File: config.mk
export PLATFORM = sky130hd
export DESIGN_NAME = sine_dds_ctrl_flat
export DESIGN_NICKNAME = d
export VERILOG_FILES = /design/src/rtl/sine_dds_ctrl_if.sv /design/src/rtl/sine_dds_ctrl.sv /design/src/flat_wrapper.sv
export SDC_FILE = /design/constraint.sdc
export NUM_CORES = 1
export LEC_CHECK = 0
export CAP_MARGIN = 10
export CORE_MARGIN = 10
export CORE_UTILIZATION = 59
export DETAILED_ROUTE_END_ITERATION = 6
export PLACE_DENSITY = 0.88
export RECOVER_POWER = 25
export SYNTH_ARGS = -nofsm -noshare
export SYNTH_HDL_FRONTEND = slang
export SYNTH_SLANG_ARGS = --single-unit
File: constraint.sdc
create_clock -name i_clk -period 10.05 [get_ports i_clk]
set_clock_uncertainty 0.05 [all_clocks]
set_input_delay 2.5125 -clock i_clk [delete_from_list [all_inputs] [get_ports i_clk]]
set_output_delay 2.5125 -clock i_clk [all_outputs]
set_load 0.005 [all_outputs]
File: src/rtl/sine_dds_ctrl_if.sv
// Bus between the DDS phase controller, its upstream tick/control source,
// the quarter-wave sine ROM and the downstream sample consumer.
interface sine_dds_ctrl_if #(
    parameter int unsigned PHASE_W = 32,
    parameter int unsigned ADDR_W  = 6,
    parameter int unsigned DATA_W  = 16
);
    logic               tick;
    logic               run;
    logic [PHASE_W-1:0] fcw;
    logic               fcw_load;
    logic               rom_en;
    logic [ADDR_W-1:0]  rom_addr;
    logic [DATA_W-1:0]  rom_data;
    logic [DATA_W-1:0]  sample;
    logic               sample_valid;
    logic               cycle_wrap;

    // Environment side: drives control and ROM data, observes requests/samples.
    modport master (
        output tick, run, fcw, fcw_load, rom_data,
        input  rom_en, rom_addr, sample, sample_valid, cycle_wrap
    );

    // Controller side.
    modport slave (
        input  tick, run, fcw, fcw_load, rom_data,
        output rom_en, rom_addr, sample, sample_valid, cycle_wrap
    );
endinterface

File: src/rtl/sine_dds_ctrl.sv
// Phase-accumulator DDS controller: issues quarter-wave ROM reads per accepted
// tick and rebuilds a full signed sine period via mirror/negate symmetry.
module sine_dds_ctrl #(
    parameter int unsigned PHASE_W = 32,
    parameter int unsigned ADDR_W  = 6,
    parameter int unsigned DATA_W  = 16
) (
    input  logic                 i_clk,
    input  logic                 i_rst,
    sine_dds_ctrl_if.slave       io
);

    logic [PHASE_W-1:0] r_phase;
    logic [PHASE_W-1:0] r_inc;
    logic               r_rom_en;
    logic [ADDR_W-1:0]  r_rom_addr;
    logic               r_neg1;
    logic               r_wrap1;
    logic               r_v2;
    logic               r_neg2;
    logic               r_wrap2;
    logic [DATA_W-1:0]  r_sample;
    logic               r_sample_valid;
    logic               r_cycle_wrap;

    logic               w_accept;
    logic [1:0]         w_quad;
    logic [ADDR_W-1:0]  w_idx;
    logic [ADDR_W-1:0]  w_addr;
    logic [PHASE_W:0]   w_sum;
    logic [DATA_W-1:0]  w_signed;

    // Phase decode: top two bits pick the quadrant, next ADDR_W bits index the table.
    assign w_accept = io.tick & io.run;
    assign w_quad   = r_phase[PHASE_W-1 -: 2];
    assign w_idx    = r_phase[PHASE_W-3 -: ADDR_W];
    assign w_addr   = w_quad[0] ? ~w_idx : w_idx;
    assign w_sum    = {1'b0, r_phase} + {1'b0, r_inc};
    assign w_signed = r_neg2 ? (~io.rom_data + DATA_W'(1)) : io.rom_data;

    // Phase accumulator and increment register; a same-cycle tick uses the old increment.
    always_ff @(posedge i_clk or posedge i_rst) begin
        if (i_rst) begin
            r_phase <= '0;
            r_inc   <= '0;
        end else begin
            if (io.fcw_load) r_inc <= io.fcw;
            if (w_accept)    r_phase <= w_sum[PHASE_W-1:0];
        end
    end

    // ROM request stage plus sign/wrap side-band for the read in flight.
    always_ff @(posedge i_clk or posedge i_rst) begin
        if (i_rst) begin
            r_rom_en   <= 1'b0;
            r_rom_addr <= '0;
            r_neg1     <= 1'b0;
            r_wrap1    <= 1'b0;
        end else begin
            r_rom_en <= w_accept;
            if (w_accept) begin
                r_rom_addr <= w_addr;
                r_neg1     <= w_quad[1];
                r_wrap1    <= w_sum[PHASE_W];
            end
        end
    end

    // Side-band follows the ROM's registered read so it lines up with rom_data.
    always_ff @(posedge i_clk or posedge i_rst) begin
        if (i_rst) begin
            r_v2           <= 1'b0;
            r_neg2         <= 1'b0;
            r_wrap2        <= 1'b0;
            r_sample       <= '0;
            r_sample_valid <= 1'b0;
            r_cycle_wrap   <= 1'b0;
        end else begin
            r_v2           <= r_rom_en;
            r_neg2         <= r_neg1;
            r_wrap2        <= r_wrap1;
            r_sample_valid <= r_v2;
            r_cycle_wrap   <= r_v2 & r_wrap2;
            if (r_v2) r_sample <= w_signed;
        end
    end

    assign io.rom_en       = r_rom_en;
    assign io.rom_addr     = r_rom_addr;
    assign io.sample       = r_sample;
    assign io.sample_valid = r_sample_valid;
    assign io.cycle_wrap   = r_cycle_wrap;

endmodule

File: src/flat_wrapper.sv
// flat-port wrapper written by rule: the top's interface ports become plain ports
module sine_dds_ctrl_flat 
#(
    parameter int unsigned PHASE_W = 32,
    parameter int unsigned ADDR_W  = 6,
    parameter int unsigned DATA_W  = 16
)
  (i_clk, i_rst, io_tick, io_run, io_fcw, io_fcw_load, io_rom_data, io_rom_en, io_rom_addr, io_sample, io_sample_valid, io_cycle_wrap);
  sine_dds_ctrl_if #(.PHASE_W(PHASE_W), .ADDR_W(ADDR_W), .DATA_W(DATA_W)) io_i ();
  input  logic i_clk;
  input  logic i_rst;
  input wire logic [$bits(io_i.tick)-1:0] io_tick;
  input wire logic [$bits(io_i.run)-1:0] io_run;
  input wire logic [$bits(io_i.fcw)-1:0] io_fcw;
  input wire logic [$bits(io_i.fcw_load)-1:0] io_fcw_load;
  input wire logic [$bits(io_i.rom_data)-1:0] io_rom_data;
  output wire logic [$bits(io_i.rom_en)-1:0] io_rom_en;
  output wire logic [$bits(io_i.rom_addr)-1:0] io_rom_addr;
  output wire logic [$bits(io_i.sample)-1:0] io_sample;
  output wire logic [$bits(io_i.sample_valid)-1:0] io_sample_valid;
  output wire logic [$bits(io_i.cycle_wrap)-1:0] io_cycle_wrap;
  assign io_i.tick = io_tick;
  assign io_i.run = io_run;
  assign io_i.fcw = io_fcw;
  assign io_i.fcw_load = io_fcw_load;
  assign io_i.rom_data = io_rom_data;
  assign io_rom_en = io_i.rom_en;
  assign io_rom_addr = io_i.rom_addr;
  assign io_sample = io_i.sample;
  assign io_sample_valid = io_i.sample_valid;
  assign io_cycle_wrap = io_i.cycle_wrap;
  sine_dds_ctrl #(.PHASE_W(PHASE_W), .ADDR_W(ADDR_W), .DATA_W(DATA_W)) u_core (.i_clk(i_clk), .i_rst(i_rst), .io(io_i));
endmodule
Word level (Yosys, flattened, before mapping)
Index checks and enable logic that the tools add are counted.

storage, ports and cells
  word-level logic and storage cells = 20
  output and inout port bits = 25
  register bits after elaboration = 94
  input bits = 53

cells by class
  multiplexer cells = 2
  bitwise operators = 4
  add/sub/neg operators = 2

operator list
  cell                   count
  $add 32x32->33         1
  $add 16x1->16 const B  1
  $mux 16                1
  $not 16->16            1
  $mux 6                 1
  $not 6->6              1
  $and 1x1->1            2

Depth between registers and ports, before layout
  word-level depth = 3
  gate-level depth with buffers = 9
  mapped depth without buffers = 9

Worst setup path after synthesis
Ideal clock, no wire load.

  path kind = input-to-reg
  start = in io_rom_data[6]
  end = reg u_core.r_sample[15] (netlist: u_core.io.sample[15])
  required time = 9863 ps
  arrival = 4346 ps
  stages = 6
  library setup time = 137 ps
  buffers on the path = 0
  path slack = 5517 ps
  path through = or4_4 or4_4 or3_4 o41ai_2 xor2_1 a21oi_1

between the ends
  longest elaborated chain between the ends = 3

RTL lines
  element               RTL line             RTL
  start, declared       flat_wrapper.sv:16   input wire logic [$bits(io_i.rom_data)-1:0] io_rom_data;
  $not 16->16           sine_dds_ctrl.sv:39  assign w_signed = r_neg2 ? (~io.rom_data + DATA_W'(1)) : io.rom_data;
  $add 16x1->16         sine_dds_ctrl.sv:39
  $mux 16               sine_dds_ctrl.sv:39
  end signal, assigned  sine_dds_ctrl.sv:84  if (r_v2) r_sample <= w_signed;
  end, declared         sine_dds_ctrl.sv:22  logic [DATA_W-1:0] r_sample;

No other way between the ends.
A chain may end at the register's enable or synchronous reset.

Final worst setup path
  start = in io_rom_data[6]
  end = reg u_core.r_sample[14] (netlist: u_core.io.sample[14])

The elaborated chain is that of the path after synthesis.

==> impl_metrics.env <==
export IMPL_wl_per_cell_um=17.04
export IMPL_synth_seq_cells=94
export IMPL_postRouteAntennaNets=0
export IMPL_drive_gt1_share_pct=9.120
export IMPL_final_nets=708
export IMPL_core_area_um2=8806
export IMPL_worst_pin_slew_ns=1.909
export IMPL_clock_fmax_mhz=210.4
export IMPL_endpoint_kind="flip-flop"
export IMPL_avgSynthCellArea_um2=9.765
export IMPL_grt_overflow_total=0
export IMPL_final_min_clock_period_ns=4.753
export IMPL_maxSlewViolCount=73
export IMPL_cp_start_kind="input pin"
export IMPL_finalCritPeriodShare_pct=47.29
export IMPL_cts_setup_buffers=0
export IMPL_initial_core_util_pct=61.32
export IMPL_finalHoldViolCount=0
export IMPL_power_density_nw_per_um2=263.0
export IMPL_dieArea_um2=13380
export IMPL_synth_area_leaders="dfrtp_1, ha_1, mux2_2"
export IMPL_die_y_um=115.7
export IMPL_stdcell_area_um2=6440
export IMPL_routed_via_count=4469
export IMPL_place_gp_congestion=0.8792
export IMPL_antenna_found_initial=0
export IMPL_rsz0062_at_grt="false"
export IMPL_drv_cap=2
export IMPL_min_path_cells=0
export IMPL_yosysWarnings=0
export IMPL_dpl_cell_area_um2=6246
export IMPL_root_buffer="clkbuf_8"
export IMPL_r2r_start="u_core.r_inc[0]"
export IMPL_r2r_slack_ns=6.91
export IMPL_syn_cell_area_um2=5400
export IMPL_clkTransAtPathRegs_ns=0.10
export IMPL_synth_edf_count=0
export IMPL_ff2ff_path_depth=9
export IMPL_ir_worst_vdd_mv=0.1174
export IMPL_min_path_type="reg2reg"
export IMPL_dieWidth_um=115.7
export IMPL_cts_made_buffers=9
export IMPL_failed_checks="max-capacitance violations, max-slew violations"
export IMPL_relSlewSlack_pct=-27.27
export IMPL_cp_arrival_ns=4.90
export IMPL_cts_tree="built"
export IMPL_io_pins=78
export IMPL_crit_fanout=4
export IMPL_min_to="u_core.r_v2"
export IMPL_hpwlAfterDp_um=9051
export IMPL_ys_flop_type="dfrtp_1"
export IMPL_final_setup_tns_ns=0
export IMPL_crit_reg2reg_capture="u_core.r_phase[28]"
export IMPL_clkSinkCount=94
export IMPL_grt_pass1_vias=4472
export IMPL_num_rows=34
export IMPL_grt_pass1_wl_um=21010
export IMPL_async_flop_share_pct=100.0
export IMPL_worstHoldStart="u_core.io.rom_en"
export IMPL_path_class="in2reg"
export IMPL_grt_max_degree=79
export IMPL_synth_cells=553
export IMPL_firstDrtPassIters=6
export IMPL_ctsResizeCount=0
export IMPL_h_tree_depth=3
export IMPL_setup_viol=0
export IMPL_syn_num_nets=640
export IMPL_yosysSeqAreaShare_pct=43.56
export IMPL_drt_iter0_drc=279
export IMPL_drc=0
export IMPL_grt_util_all_layers_pct=18.81
export IMPL_outcome="complete, but fails checks"
export IMPL_synth_distinct_cells=48
export IMPL_numPortBuffers=77
export IMPL_synth_top_area_cell="dfrtp_1"
export IMPL_clockBufferDepth=2
export IMPL_cp_required_ns=10.19
export IMPL_critical_path_startpoint="io_rom_data[6]"
export IMPL_worstSkewPairLatency_ns=0.36
export IMPL_postCtsHoldBufs=0
export IMPL_vias_per_cell=6.097
export IMPL_drt_wl_total_um=12490
export IMPL_antenna_cells=0
export IMPL_yosysTopAreaCellShare_pct=43.56
export IMPL_area_delta_synth_final_pct=19.25
export IMPL_p_leak_nw=2.831
-- cells in the final DEF, fill, tap and decap left out, types with 6 or more instances in the layout --
master and n:
clkdlybuf4s50_1 74, o31ai_1 7, inv_1 8, mux2_2 33
nand2_1 69, a31oi_1 6, nor2_1 30, o21ai_0 53
and2_1 7, xor2_1 29, nand4_1 7, xnor2_1 15
a21oi_1 48, clkbuf_8 10, dfrtp_1 94, a21o_1 19
ha_1 33
-- critical path: stages --
cell and delay, ns:
clkdlybuf4s50_1 0.45, or4_4 0.57, or4_4 0.44, or3_4 0.36, o31ai_1 0.27, xor2_1 0.18
a21oi_1 0.10
-- area by class of cell --
| cell class | count | area, um2 |
|---|---|---|
| flip-flops and latches | 94 | 2352 |
| inverters | 9 | 35.03 |
| clock buffers | 10 | 137.6 |
| clock inverters | 5 | 60.06 |
| repair buffers | 80 | 789.5 |
| fillers | 640 | 2366 |
| well taps | 108 | 135.1 |
| multi-input cells | 427 | 2930 |
-- logic make-up (layout without fill, tap and decap cells) --
family / count (synthesis) / in the layout / share of synthesized area, %
multiplexers: 35 / 35 / 7.252
AO/OA/AOI/OAI: 169 / 169 / 19.37
XOR/XNOR: 44 / 44 / 7.136
buffers and inverters: 32 / 104 / 2.224
flip-flops: 94 / 94 / 43.56
AND/OR/NAND/NOR: 145 / 145 / 12.44
adder cells (fa/ha/maj): 34 / 34 / 8.017
-- how the worst max path moves through the flow --
stage	to	slack [ns]
after floorplan	u_core.io.cycle_wrap	5.04
after global placement	u_core.io.sample[15]	4.97
after detailed placement	u_core.io.sample[14]	4.91
after CTS	u_core.io.sample[14]	5.29
after global routing	u_core.io.sample[15]	5.23
final	u_core.io.sample[14]	5.30
-- Yosys cell counts (all sizes together) (4+ instances only) --
master and n:
clkbuf 17, buf 6, nor2 30, nand4 7
o211ai 5, and2 8, ha 33, a21oi 48
xnor2 15, nand2 70, or4 4, o21ai 53
dfrtp 94, nand3 5, a31oi 6, mux2 33
and3 5, a211oi 4, inv 9, a21o 19
o31ai 7, xor2 29
-- layer usage --
metal / vias to the layer above / global-route usage [%] / routed length (um)
met3: 32 / 3.979 / 872
met2: 186 / 31.96 / 5993
li1: 2141 / - / -
met5: - / 0 / 0
met1: 2110 / 23.70 / 5400
met4: 0 / 5.505 / 225
-- power by group --
part	switching, mW	leakage, nW	internal, mW
combinational	0.469	1.61	0.393
sequential	0.0834	1.12	0.490
clock	0.136	0.0983	0.121
-- registers in the layout, indices dropped and copies added, names as in the netlist --
register,flops
u_core.io.cycle_wrap,1
u_core.io.rom_addr,6
u_core.io.rom_en,1
u_core.io.sample,16
u_core.io.sample_valid,1
u_core.r_inc,32
u_core.r_neg1,1
u_core.r_neg2,1
u_core.r_phase,32
u_core.r_v2,1
u_core.r_wrap1,1
u_core.r_wrap2,1
-- through the flow --
step	worst slack, ns	hold slack, ns	power, mW	std cells	util, %
floorplan	5.039	0.2988	1.177	553	-
global placement	4.969	0.3084	1.380	718	70.93
detailed placement	4.913	0.3131	1.421	718	70.93
CTS	5.294	0.3374	1.686	733	73.17
global route	5.228	0.3515	1.830	733	73.13
finish	5.297	0.3392	1.694	733	73.13
Note: power is estimated with default switching activity, not from simulation.
